`src/rtl/mem_port_arbiter.sv`:
```
// mem_port_arbiter: shares one data-memory port between the IFU and the LSU.
// One transaction is in flight at a time. The request payload is registered
// before it goes downstream, and the response is steered back to its owner.
// Optional build macro ARB_ROUND_ROBIN_EN selects round-robin arbitration
// instead of the default fixed LSU-over-IFU priority.
module mem_port_arbiter #(
    parameter int unsigned ADDR_W = 64,
    parameter int unsigned DATA_W = 64
) (
    input  logic                  clk,
    input  logic                  rst,

    input  logic                  ifu_req_valid,
    output logic                  ifu_req_ready,
    input  logic [ADDR_W-1:0]     ifu_req_addr,
    output logic                  ifu_resp_valid,
    output logic [DATA_W-1:0]     ifu_resp_data,

    input  logic                  lsu_req_valid,
    output logic                  lsu_req_ready,
    input  logic [ADDR_W-1:0]     lsu_req_addr,
    input  logic                  lsu_req_wen,
    input  logic [DATA_W-1:0]     lsu_req_wdata,
    input  logic [DATA_W/8-1:0]   lsu_req_wmask,
    output logic                  lsu_resp_valid,
    output logic [DATA_W-1:0]     lsu_resp_data,

    output logic                  mem_req_valid,
    input  logic                  mem_req_ready,
    output logic [ADDR_W-1:0]     mem_req_addr,
    output logic                  mem_req_wen,
    output logic [DATA_W-1:0]     mem_req_wdata,
    output logic [DATA_W/8-1:0]   mem_req_wmask,
    input  logic                  mem_resp_valid,
    input  logic [DATA_W-1:0]     mem_resp_data,

    output logic                  busy,
    output logic                  resp_err
);

    localparam int unsigned MASK_W = DATA_W / 8;

    // Requester identity, used for owner and last_grant
    localparam logic OWN_IFU = 1'b0;
    localparam logic OWN_LSU = 1'b1;

    typedef enum logic [1:0] {
        ST_IDLE = 2'd0,
        ST_REQ  = 2'd1,
        ST_WAIT = 2'd2
    } state_t;

    state_t state;
    state_t state_nxt;

    logic   owner;
    logic   grant_ifu;
    logic   grant_lsu;
    logic   handshake;
    logic   resp_take;
    logic   resp_stray;

`ifdef ARB_ROUND_ROBIN_EN
    logic   last_grant;

    // Round-robin pick: on contention the requester not granted last time wins
    always_comb begin
        grant_ifu = 1'b0;
        grant_lsu = 1'b0;
        if (ifu_req_valid && lsu_req_valid) begin
            if (last_grant == OWN_LSU) begin
                grant_ifu = 1'b1;
            end else begin
                grant_lsu = 1'b1;
            end
        end else begin
            grant_ifu = ifu_req_valid;
            grant_lsu = lsu_req_valid;
        end
    end

    // Remember who won the most recent handshake; starts as LSU so IFU wins first
    always_ff @(posedge clk or posedge rst) begin
        if (rst) begin
            last_grant <= OWN_LSU;
        end else if (handshake) begin
            last_grant <= lsu_req_ready;
        end
    end
`else
    // Fixed priority pick: LSU always beats IFU
    always_comb begin
        grant_ifu = 1'b0;
        grant_lsu = 1'b0;
        grant_lsu = lsu_req_valid;
        grant_ifu = ifu_req_valid && !lsu_req_valid;
    end
`endif

    assign handshake  = ifu_req_ready || lsu_req_ready;
    assign resp_take  = (state == ST_WAIT) && mem_resp_valid;
    assign resp_stray = (state != ST_WAIT) && mem_resp_valid;

    // State register
    always_ff @(posedge clk or posedge rst) begin
        if (rst) begin
            state <= ST_IDLE;
        end else begin
            state <= state_nxt;
        end
    end

    // Next state and request readies; readies only ever open in IDLE
    always_comb begin
        state_nxt     = state;
        ifu_req_ready = 1'b0;
        lsu_req_ready = 1'b0;
        case (state)
            ST_IDLE: begin
                ifu_req_ready = grant_ifu && !rst;
                lsu_req_ready = grant_lsu && !rst;
                if (grant_ifu || grant_lsu) begin
                    state_nxt = ST_REQ;
                end
            end
            ST_REQ: begin
                if (mem_req_ready) begin
                    state_nxt = ST_WAIT;
                end
            end
            ST_WAIT: begin
                if (mem_resp_valid) begin
                    state_nxt = ST_IDLE;
                end
            end
            default: begin
                state_nxt = ST_IDLE;
            end
        endcase
    end

    // Status flags follow the state, registered alongside it
    always_ff @(posedge clk or posedge rst) begin
        if (rst) begin
            mem_req_valid <= 1'b0;
            busy          <= 1'b0;
        end else begin
            mem_req_valid <= (state_nxt == ST_REQ);
            busy          <= (state_nxt != ST_IDLE);
        end
    end

    // Capture the granted requester's payload and ownership on handshake
    always_ff @(posedge clk or posedge rst) begin
        if (rst) begin
            mem_req_addr  <= '0;
            mem_req_wen   <= 1'b0;
            mem_req_wdata <= '0;
            mem_req_wmask <= '0;
            owner         <= OWN_IFU;
        end else if (handshake) begin
            if (lsu_req_ready) begin
                mem_req_addr  <= lsu_req_addr;
                mem_req_wen   <= lsu_req_wen;
                mem_req_wdata <= lsu_req_wdata;
                mem_req_wmask <= lsu_req_wmask;
                owner         <= OWN_LSU;
            end else begin
                mem_req_addr  <= ifu_req_addr;
                mem_req_wen   <= 1'b0;
                mem_req_wdata <= '0;
                mem_req_wmask <= MASK_W'(0);
                owner         <= OWN_IFU;
            end
        end
    end

    // Route the captured response to its owner as a one-cycle pulse; data is zero otherwise
    always_ff @(posedge clk or posedge rst) begin
        if (rst) begin
            ifu_resp_valid <= 1'b0;
            ifu_resp_data  <= '0;
            lsu_resp_valid <= 1'b0;
            lsu_resp_data  <= '0;
        end else begin
            ifu_resp_valid <= 1'b0;
            ifu_resp_data  <= '0;
            lsu_resp_valid <= 1'b0;
            lsu_resp_data  <= '0;
            if (resp_take) begin
                if (owner == OWN_LSU) begin
                    lsu_resp_valid <= 1'b1;
                    lsu_resp_data  <= mem_resp_data;
                end else begin
                    ifu_resp_valid <= 1'b1;
                    ifu_resp_data  <= mem_resp_data;
                end
            end
        end
    end

    // Sticky flag for responses arriving when none is expected
    always_ff @(posedge clk or posedge rst) begin
        if (rst) begin
            resp_err <= 1'b0;
        end else if (resp_stray) begin
            resp_err <= 1'b1;
        end
    end

endmodule

```
`config.mk`:
```
export PLATFORM = sky130hd
export DESIGN_NAME = mem_port_arbiter
export DESIGN_NICKNAME = d
export VERILOG_FILES = /design/src/rtl/mem_port_arbiter.sv
export SDC_FILE = /design/constraint.sdc
export NUM_CORES = 1
export LEC_CHECK = 0
export BUFFER_PORTS_ARGS = -buffer_cell sky130_fd_sc_hd__buf_2
export CAP_MARGIN = 20
export CORE_AREA = 3 3 209 211
export DETAILED_ROUTE_END_ITERATION = 7
export DIE_AREA = 0 0 212 214
export HOLD_SLACK_MARGIN = 0.05
export PLACE_DENSITY_LB_ADDON = 0.2
export RECOVER_POWER = 100
export SYNTH_ARGS = -nofsm -noshare
export SYNTH_HDL_FRONTEND = slang
export SYNTH_SLANG_ARGS = --single-unit
```
`constraint.sdc`:
```
create_clock -name clk -period 10.9 [get_ports clk]
set_input_delay 1.09 -clock clk [delete_from_list [all_inputs] [get_ports clk]]
set_output_delay 1.09 -clock clk [all_outputs]
set_load 0.1 [all_outputs]
```
# Word level (Yosys, flattened, before mapping)
# Cells that the tools add are included.
# Widths: inputs -> output; s select.
[totals]
regBits = 273
input_bits = 271
word_cells = 47
output_inout_bits = 272
ram_bits = 0
n_memories = 0
latchBits = 0
rom_bits = 0
[classes]
div = 0
order_cmp = 0
eq_ne = 4
mul = 0
n_shift = 0
reduce_logical = 11
mux = 19
bitwise = 0
n_addsub = 0
[ops]
columns = ["op", "count"]
rows = [
  ["$mux 64", 6],
  ["$mux 1", 8],
  ["$mux 8", 1],
  ["$mux 2", 3],
  ["$pmux 2 s3", 1],
  ["$logic_and 1x1->1", 5],
  ["$eq 2x1->1 const B", 2],
  ["$eq 2x2->1 const B", 1],
  ["$logic_not 1->1", 2],
  ["$logic_not 2->1", 1],
  ["$logic_or 1x1->1", 2],
  ["$ne 2x2->1 const B", 1],
  ["$reduce_bool 2->1", 1],
]

# Logic depth before layout (Yosys ltp)
# Gate-level depths: netlist of run 1.
[logic_depth]
depth_word = 6
ltp_mapped = 6
ltp_nobuf = 3

# Worst setup path before layout of run 1
# No wires, ideal clock.
[synth_path]
path_type = "input -> output"
from = "input port lsu_req_valid"
to = "output port ifu_req_ready"
path_buffers = 3
setup_slack_ps = 7149
required_time_ps = 9810
arrival_time_ps = 2661
path_stages = 5
path_cell_list = "clkbuf_1 > nor2b_1 > clkbuf_1 > clkbuf_1 > and2_1"
[synth_between]
elab_chain_len = 4
[synth_rtl]
columns = ["item", "line_no", "source"]
rows = [
  ["start, declared", "19", "input logic lsu_req_valid,"],
  ["$logic_not 1->1", "96", "grant_ifu = ifu_req_valid && !lsu_req_valid;"],
  ["$logic_and 1x1->1", "96", ""],
  ["$logic_and 1x1->1", "120", "ifu_req_ready = grant_ifu && !rst;"],
  ["$mux 1", "118", "case (state)"],
  ["end, declared", "14", "output logic ifu_req_ready,"],
]
# Every way passes these cells.

# Final worst setup path of run 1
[layout_path]
from = "input port lsu_req_valid"
to = "register mem_req_wmask[0]"
[layout_between]
elab_chain_len = 5
word_cells_on_any_way = 8
classes_between = "mux (3); reduce/logical (5)"
[layout_rtl]
columns = ["item", "line_no", "source"]
rows = [
  ["$logic_not 1->1", "96", ""],
  ["$logic_and 1x1->1", "96", ""],
  ["$logic_and 1x1->1", "120", ""],
  ["$mux 1", "118", ""],
  ["$logic_or 1x1->1", "100", "assign handshake = ifu_req_ready || lsu_req_ready;"],
  ["end signal, assigned", "166", "mem_req_wmask <= lsu_req_wmask;"],
  ["end, declared", "33", "output logic [DATA_W/8-1:0] mem_req_wmask,"],
]
# Parallel ways exist; a longest one is shown, timed or not.
# A chain may end at the register's enable or synchronous reset.

==> results of run 1 <==
## kinds of logic after synthesis
kind of cell           count (synthesis)
AOI/OAI and AO/OA                    207
buffers and inverters                 65
DFF                                  273
and+or+nand+nor                      182
## layout make-up
class | instances | area, sq um
Antenna cell | 3 | 7.507
Clock buffer | 43 | 880.8
Clock inverter | 14 | 191.4
Fill cell | 4367 | 28120
Inverter | 2 | 8.758
Multi-Input combinational cell | 389 | 2796
Sequential cell | 273 | 6832
Tap cell | 539 | 674.4
Timing Repair Buffer | 553 | 2437
## layer usage
metal	GRT usage, %	part of all wire, %	wire length [um]	vias up
li1	-	-	-	3679
met1	17.10	38	13500	3955
met2	25.27	48	17250	392
met3	6.210	11	3931	52
met4	4.086	2.5	901	4
met5	0	0.065	23	-
## path summary, 6_finish.rpt
kind | startpoint | end | slack (ns) | cells past startpoint
setup / recovery | lsu_req_valid | mem_req_wmask[0]$_DFFE_PP0P_ | 4.21 | 5
min in group asynchronous | rst | owner$_DFFE_PP0P_ | 2.47 | 2
max in group asynchronous | rst | mem_req_wdata[18]$_DFFE_PP0P_ | 5.59 | 3
hold / removal | mem_req_addr[57]$_DFFE_PP0P_ | mem_req_addr[57]$_DFFE_PP0P_ | 0.49 | 1
hold reg to reg | mem_req_addr[57]$_DFFE_PP0P_ | mem_req_addr[57]$_DFFE_PP0P_ | 0.49 | 1
setup reg to reg | state[1]$_DFF_PP0_ | mem_req_wmask[0]$_DFFE_PP0P_ | 5.21 | 4
## power by group
part	total, mW	switching, mW	internal, mW
sequential	1.45	0.170	1.28
combinational	2.71	2.34	0.362
clock	1.08	0.425	0.659
## critical path: stages
cell	delay, ns
clkbuf_1	0.97
nor4b_1	0.34
clkbuf_1	1.72
clkbuf_1	2.53
a22o_1	0.37
## flip-flops by register name, summed over array words and instances (netlist names), 2 cells and up
name           flops
state              2
mem_req_addr      64
lsu_resp_data     64
mem_req_wdata     64
ifu_resp_data     64
mem_req_wmask      8
## Yosys cell counts
cell type	n
a211oi_1	2
a21o_1	2
a22o_1	73
a22oi_1	64
a32oi_1	41
and2_1	129
and4b_1	1
buf_1	1
buf_2	12
buf_4	3
buf_6	1
clkbuf_1	45
clkbuf_2	1
dfrtp_1	273
inv_1	2
nand2_1	42
nand2b_1	1
nor2_1	1
nor2b_1	1
nor3_1	1
nor3_2	1
nor3b_1	1
nor4b_2	1
nor4b_4	1
o21ai_1	1
o22ai_1	1
o2bb2ai_1	23
or2_2	1
or3_1	1
## per-stage QoR
step | hold slack, ns | instances | total power, mW | cell area [sq um]
final | 0.4865 | 1816 | 5.240 | 13830
after CTS | 0.4893 | 1813 | 5.366 | 14210
after detailed placement | 0.4714 | 1756 | 4.253 | 13140
after global routing | 0.5075 | 1815 | 5.439 | 13830
after floorplan | 0.4659 | 727 | 3.736 | 9897
after global placement | 0.4659 | 1756 | 4.243 | 13140
==> qor.yml, run 1 <==
postCtsSetupRepairBufs: 0
place_ws_ns: 6.898
hold_violations: 0
synth_nets: 998
synth_area_sq_mm: 0.009897
globalplace.congestion: 0.8199
ys_warn_count: 0
core_sq_mm: 0.04195
cts_made_buffers: 31
final_common_cell: "clkbuf_1"
synthAdderAreaFrac_pct: 0
drt-initial-drc-count: 413
die_area_sq_mm: 0.04537
synth.distinct_cells: 29
pwr_density_cell_mw_per_mm2: 378.9
insertion_delay_ns: 0.59
portBuffers: 542
cp_max_fo: 73
rows: 75
rsz0062_at_grt: "no"
grt.total_usage_pct: 14.84
utilization_pct: 32.97
ys_seq_elements: 273
hold_buffers: 0
peakVddDrop_uv: 154.6
worst_setup_path_end_kind: "register"
hold_class: "reg -> reg"
cts.repair.resized: 0
ctsHtreeMaxLevel: 1
drc_errors: 0
layout_common_cells: "clkbuf_1 (284), dfrtp_1 (273), buf_2 (268)"
maxCapViolations: 6
yosys.area_share.simple_pct: 10.76
min_period_ns: 6.688
synthTopCellsByArea: "dfrtp_1 (69%), and2_1 (8.2%), a22o_1 (6.5%)"
fin_skew_ns: 0.02813
dp_hpwl_um: 25280
post_drt_wl_per_cell_um: 19.61
report.final.slew_viol_count: 404
synth_top_family_by_area: "compound AO/OA/AOI/OAI gates"
tightest_slew_ns: 5.892
num_vias: 8082
dr.pass1.iters: 5
cp.required_ns: 11.38
via_per_inst: 4.450
crit_arrival_ns: 7.17
fmax_mhz: 149.5
final_antenna_net_count: 0
root_buffer: "clkbuf_16"
synth_top_cell_by_area: "dfrtp_1"
wirelength_um: 35610
seq_area_frac_synth_pct: 69.03
synth_compound_area_share_pct: 17.40
clock-sinks: 273
layout-drive-gt1-share_pct: 26.22
syn_area_per_cell_sq_um: 13.61
status: "finished with violations"
die_w_um: 212
final.setup.worst_slack_ns: 4.212
post-synth-top-area-fraction_pct: 69.03
period_share_pct: 61.36
cts_tree: "built"
worst-setup-path-type: "in -> reg"
slew_headroom_pct: -295.0
syn_to_final_growth_pct: 39.72
synth_xor_area_share_pct: 0
setup_tns_ns: 0
grt_max_degree: 127
cts_buffer_depth: 3
grt_pass1_wl_um: 52760
synth_cells: 727
die-height_um: 214
nNetsFinal: 1521
power.leakage_nw: 6.500
start_util_pct: 23.59
synth.area.mux_share_pct: 0
violations: "max-capacitance violations, max-slew violations"
io_pins: 543
clk_pin_slew_ns: 0.06
start_kind: "input port"
overflow: 0
grt_antenna_before_repair: 5
setup-violations-final: 0
grt_pass1_vias: 8637
Power figures use the tool's default switching activity.
==> run 2, diff against run 1 <==
--- a/config.mk
+++ b/config.mk
@@ -5,11 +5,12 @@
 export SDC_FILE = /design/constraint.sdc
 export NUM_CORES = 1
 export LEC_CHECK = 0
+export ABC_AREA = 1
 export BUFFER_PORTS_ARGS = -buffer_cell sky130_fd_sc_hd__buf_2
 export CAP_MARGIN = 20
-export CORE_AREA = 3 3 209 211
+export CORE_AREA = 3 3 212 214
 export DETAILED_ROUTE_END_ITERATION = 7
-export DIE_AREA = 0 0 212 214
+export DIE_AREA = 0 0 215 217
 export HOLD_SLACK_MARGIN = 0.05
 export PLACE_DENSITY_LB_ADDON = 0.2
 export RECOVER_POWER = 100
==> constraint.sdc (replaced) <==
create_clock -name clk -period 5.83 [get_ports clk]
set_input_delay 0.583 -clock clk [delete_from_list [all_inputs] [get_ports clk]]
set_output_delay 0.583 -clock clk [all_outputs]
set_load 0.1 [all_outputs]
==> qor.yml, run 2 <==
num_vias: 9613
wirelength_um: 37540
ys_warn_count: 0
rows: 76
violations: "max-capacitance violations, max-slew violations"
path_cells: "nor2_1 -> buf_4 -> nand2_1 -> clkbuf_1 -> nand2_1 -> nand3_1 -> nand2_1"
report.final.slew_viol_count: 419
cts.repair.resized: 0
period_share_pct: 69.94
die_w_um: 215
post_drt_wl_per_cell_um: 15.92
grt_max_degree: 145
start_util_pct: 25.02
ys_seq_elements: 273
synthArstFlopShare_pct: 100.0
syn_area_per_cell_sq_um: 8.778
fmax_mhz: 245.3
hold_class: "in -> reg"
clk_pin_slew_ns: 0.06
min_period_ns: 4.077
pwr_density_cell_mw_per_mm2: 666.3
clock-sinks: 273
layout-drive-gt1-share_pct: 18.64
cts_tree: "built"
status: "finished with violations"
synth-edff-count: 0
drt-initial-drc-count: 612
seq_area_frac_synth_pct: 63.38
peakVddDrop_uv: 391.9
placed_cell_area_sq_mm: 0.01393
layout_common_cells: "nand2_1 (417), clkbuf_1 (284), dfrtp_1 (273)"
io_pins: 543
syn_to_final_growth_pct: 35.19
dp_hpwl_um: 26810
via_per_inst: 4.077
postCtsSetupRepairBufs: 0
power.leakage_nw: 8.365
tightest_slew_ns: 3.356
grt_pass1_vias: 9998
slew_headroom_pct: -123.7
cts_made_buffers: 31
critical-path-slowest-cell: "clkbuf_1"
post-synth-top-area-fraction_pct: 63.38
core_sq_mm: 0.04308
synth.distinct_cells: 15
synth-main-ff-cell: "dfrtp_1"
synth.most_common_cell: "nand2_1"
place_ws_ns: 2.533
synth_nets: 1499
insertion_delay_ns: 0.57
cp_top_family: "buffers and inverters"
root_buffer: "clkbuf_16"
cp_num_buf_inv: 2
maxCapViolations: 5
synth_cells: 1228
grt.total_usage_pct: 15.45
cp_max_fo: 66
setup_tns_ns: 0
dr.pass1.iters: 5
worst-setup-path-type: "reg -> reg"
final_common_cell: "nand2_1"
die_area_sq_mm: 0.04666
globalplace.congestion: 0.8407
synth_top_cell_by_area: "dfrtp_1"
path_common_cell: "nand2_1"
synthTopCellsByArea: "dfrtp_1 (63%), nand2_1 (15%), inv_1 (7.0%)"
cts_buffer_depth: 3
nNetsFinal: 2019
setup-violations-final: 0
portBuffers: 542
ctsHtreeMaxLevel: 1
drc_errors: 0
fin_skew_ns: 0.01076
hold_buffers: 0
hold_slack_ns: 0.2130
synth_area_sq_mm: 0.01078
start_kind: "register"
crit_path_max_incr_delay_ns: 2.18
grt_pass1_wl_um: 57440
p_total_mw: 9.710
cp.required_ns: 6.29
rsz0062_at_grt: "no"
ys_top_cells_by_count: "nand2_1 (419), dfrtp_1 (273), inv_1 (202)"
crit_arrival_ns: 4.54
overflow: 0
final_antenna_net_count: 0
final.setup.worst_slack_ns: 1.753
hold_violations: 0
die-height_um: 217
final_area_sq_mm: 0.01457
grt_antenna_before_repair: 5
worst_setup_path_end_kind: "register"
## run 2: cell types whose count changed after synthesis, sizes merged, moves of 43 or more
cell and delta:
and2 -129, inv +201, nor2 +131, a22oi -64
nand2 +377, buf +43, nand3 +129, a22o -73
## run 2: layout make-up
| class | count | area (sq um) |
|---|---|---|
| fill | 4777 | 28500 |
| sequential | 273 | 6832 |
| multi-input combinational | 687 | 2773 |
| timing repair buffer | 552 | 2442 |
| clock buffer | 48 | 929.6 |
| inverter | 203 | 765.7 |
| tap | 585 | 732.0 |
| clock inverter | 7 | 91.34 |
| antenna | 3 | 7.507 |
## run 2: tightest hold or removal path: stages
cell and delay (ns):
buf_2 0.07, nand2_1 0.04, nand2_1 0.05
## run 2: per-stage QoR
stage          util [%]  cells
2_1_floorplan         -   1228
3_3_place_gp      32.33   2300
3_5_place_dp      32.33   2300
4_1_cts           34.70   2355
5_1_grt           33.83   2358
6_report          33.83   2358
## run 2: final timing paths
path	slack (ns)	depth (start not counted)	endpoint	start
worst max register to register	1.75	7	mem_req_addr[37]$_DFFE_PP0P_	state[0]$_DFF_PP0_
max in group asynchronous	2.32	3	ifu_resp_data[40]$_DFF_PP0_	rst
worst max-delay path	1.75	7	mem_req_addr[37]$_DFFE_PP0P_	state[0]$_DFF_PP0_
worst min-delay path	0.21	3	mem_req_wdata[63]$_DFFE_PP0P_	lsu_req_wdata[63]
min in group asynchronous	0.42	3	mem_req_addr[35]$_DFFE_PP0P_	rst
worst min register to register	0.46	1	resp_err$_DFFE_PP0P_	resp_err$_DFFE_PP0P_
## run 2: report_power, final
group          leakage [nW]  switching, mW  internal [mW]
Clock                 0.501          0.782           1.17
Combinational          4.25           4.58          0.542
Sequential             3.61          0.252           2.39
## run 2: cells by family (layout without fill, tap and decap cells)
logic type      after synthesis  count (layout)  share of synthesized area [%]
flops                       273             273                          63.38
other cells                   0               3                              0
simple gates                682             682                          25.33
compound gates                5               5                         0.2554
buf+inv                     268             810                          11.04
## run 2: per-layer routing
metal,track usage (%),share of wire [%],vias up
met5,0,0.072,-
met4,4.208,2.5,4
met3,3.965,6.3,60
met2,27.93,52,285
met1,18.24,39,4628
li1,-,-,4636
==> run 3, diff against run 2 <==
==> constraint.sdc (replaced) <==
create_clock -name clk -period 3.9 [get_ports clk]
set_input_delay 0.39 -clock clk [delete_from_list [all_inputs] [get_ports clk]]
set_output_delay 0.39 -clock clk [all_outputs]
set_load 0.1 [all_outputs]
==> qor.yml, run 3 (synthesis gave the netlist of run 2 again) <==
status: "finished with violations"
violations: "max-capacitance violations, max-slew violations"
maxCapViolations: 3
report.final.slew_viol_count: 165
power.leakage_nw: 8.971
cts_buffer_depth: 3
fmax_mhz: 319.1
rows: 76
die-height_um: 217
final_antenna_net_count: 0
cts.repair.resized: 0
cp_max_fo: 29
hold_class: "in -> reg"
ctsHtreeMaxLevel: 1
drt-initial-drc-count: 537
grt_pass1_wl_um: 59200
dp_hpwl_um: 26790
wirelength_um: 38260
via_per_inst: 4.061
num_vias: 10120
start_kind: "register"
worst_setup_path_end_kind: "primary output"
overflow: 0
cts_made_buffers: 31
io_pins: 543
grt_pass1_vias: 10560
globalplace.congestion: 0.8288
die_w_um: 215
final_common_cell: "nand2_1"
final.setup.worst_slack_ns: 0.7658
syn_to_final_growth_pct: 48.31
root_buffer: "clkbuf_16"
diodes: 0
nNetsFinal: 2155
crit_arrival_ns: 2.74
fin_skew_ns: 0.006833
grt_antenna_before_repair: 0
critical-path-slowest-cell: "clkbuf_1"
grt.total_usage_pct: 15.76
setup_tns_ns: 0
portBuffers: 542
setup-violations-final: 0
dp.cells: 2303
utilization_pct: 37.11
peakVddDrop_uv: 581.7
clk_pin_slew_ns: 0.06
layout_common_cells: "nand2_1 (417), clkbuf_1 (279), dfrtp_1 (273)"
place_ws_ns: 1.470
die_area_sq_mm: 0.04666
worst-setup-path-type: "reg -> out"
path_cells: "nor2_4 -> nand2_2 -> inv_2 -> buf_4 -> clkbuf_1"
pwr_density_cell_mw_per_mm2: 924.7
core_sq_mm: 0.04308
post_drt_wl_per_cell_um: 15.36
start_util_pct: 25.02
clock-sinks: 273
dr.pass1.iters: 4
period_share_pct: 80.37
grt_max_degree: 107
tightest_slew_ns: 2.031
layout-drive-gt1-share_pct: 17.79
crit_path_max_incr_delay_ns: 0.90
min_period_ns: 3.134
drc_errors: 0
insertion_delay_ns: 0.56
cts_tree: "built"
rsz0062_at_grt: "no"
hold_violations: 0
layout.cells.non_filler: 2491
hold_buffers: 133
cp.required_ns: 3.51
hold_slack_ns: 0.08450
slew_headroom_pct: -35.56
postCtsSetupRepairBufs: 0
run 3: per-layer routing:
metal / wire length (um) / track usage (%) / up-vias
met4: 1504 / 6.081 / 0
met1: 15380 / 18.90 / 4830
li1: - / - / 4909
met2: 19350 / 27.78 / 296
met3: 2024 / 3.365 / 82
met5: 0 / 0 / -
run 3: power breakdown:
part           switching (mW)  total (mW)  leakage (nW)  internal, mW
Combinational            6.87        7.76          4.83         0.891
Sequential              0.385        3.95          3.61          3.57
Clock                    1.18        3.07         0.532          1.89
Total                    8.44        14.8          8.97          6.34
run 3: critical path, delay by kind of cell (launching register included):
family	cells	cell delay (ns)
flip-flops	1	0.41
AND/OR/NAND/NOR	2	0.47
buffers and inverters	3	1.29
run 3: area by class of cell:
cell class / instances / area (sq um)
clock inverters: 10 / 162.7
inverters: 203 / 763.2
fillers: 4603 / 27090
multi-input cells: 687 / 2780
clock buffers: 45 / 918.4
repair buffers: 688 / 3799
flip-flops and latches: 273 / 6832
well taps: 585 / 732.0
run 3: path summary, 6_finish.rpt:
check	from	to	slack, ns	cells after the start
max in group asynchronous	rst	mem_req_wdata[14]$_DFFE_PP0P_	1.05	4
hold / removal	mem_resp_data[4]	ifu_resp_data[4]$_DFF_PP0_	0.08	3
setup reg to reg	state[0]$_DFF_PP0_	mem_req_addr[63]$_DFFE_PP0P_	0.92	7
hold reg to reg	resp_err$_DFFE_PP0P_	resp_err$_DFFE_PP0P_	0.46	1
min in group asynchronous	rst	mem_req_addr[25]$_DFFE_PP0P_	0.79	3
setup / recovery	state[1]$_DFF_PP0_	lsu_req_ready	0.77	5
run 3: metrics by stage:
step                area [sq um]  total power, mW
finish                     15990            14.78
global route               15990            15.42
CTS                        16370            15.12
detailed placement         13960            11.87
global placement           13960            11.84
floorplan                  10780            10.44
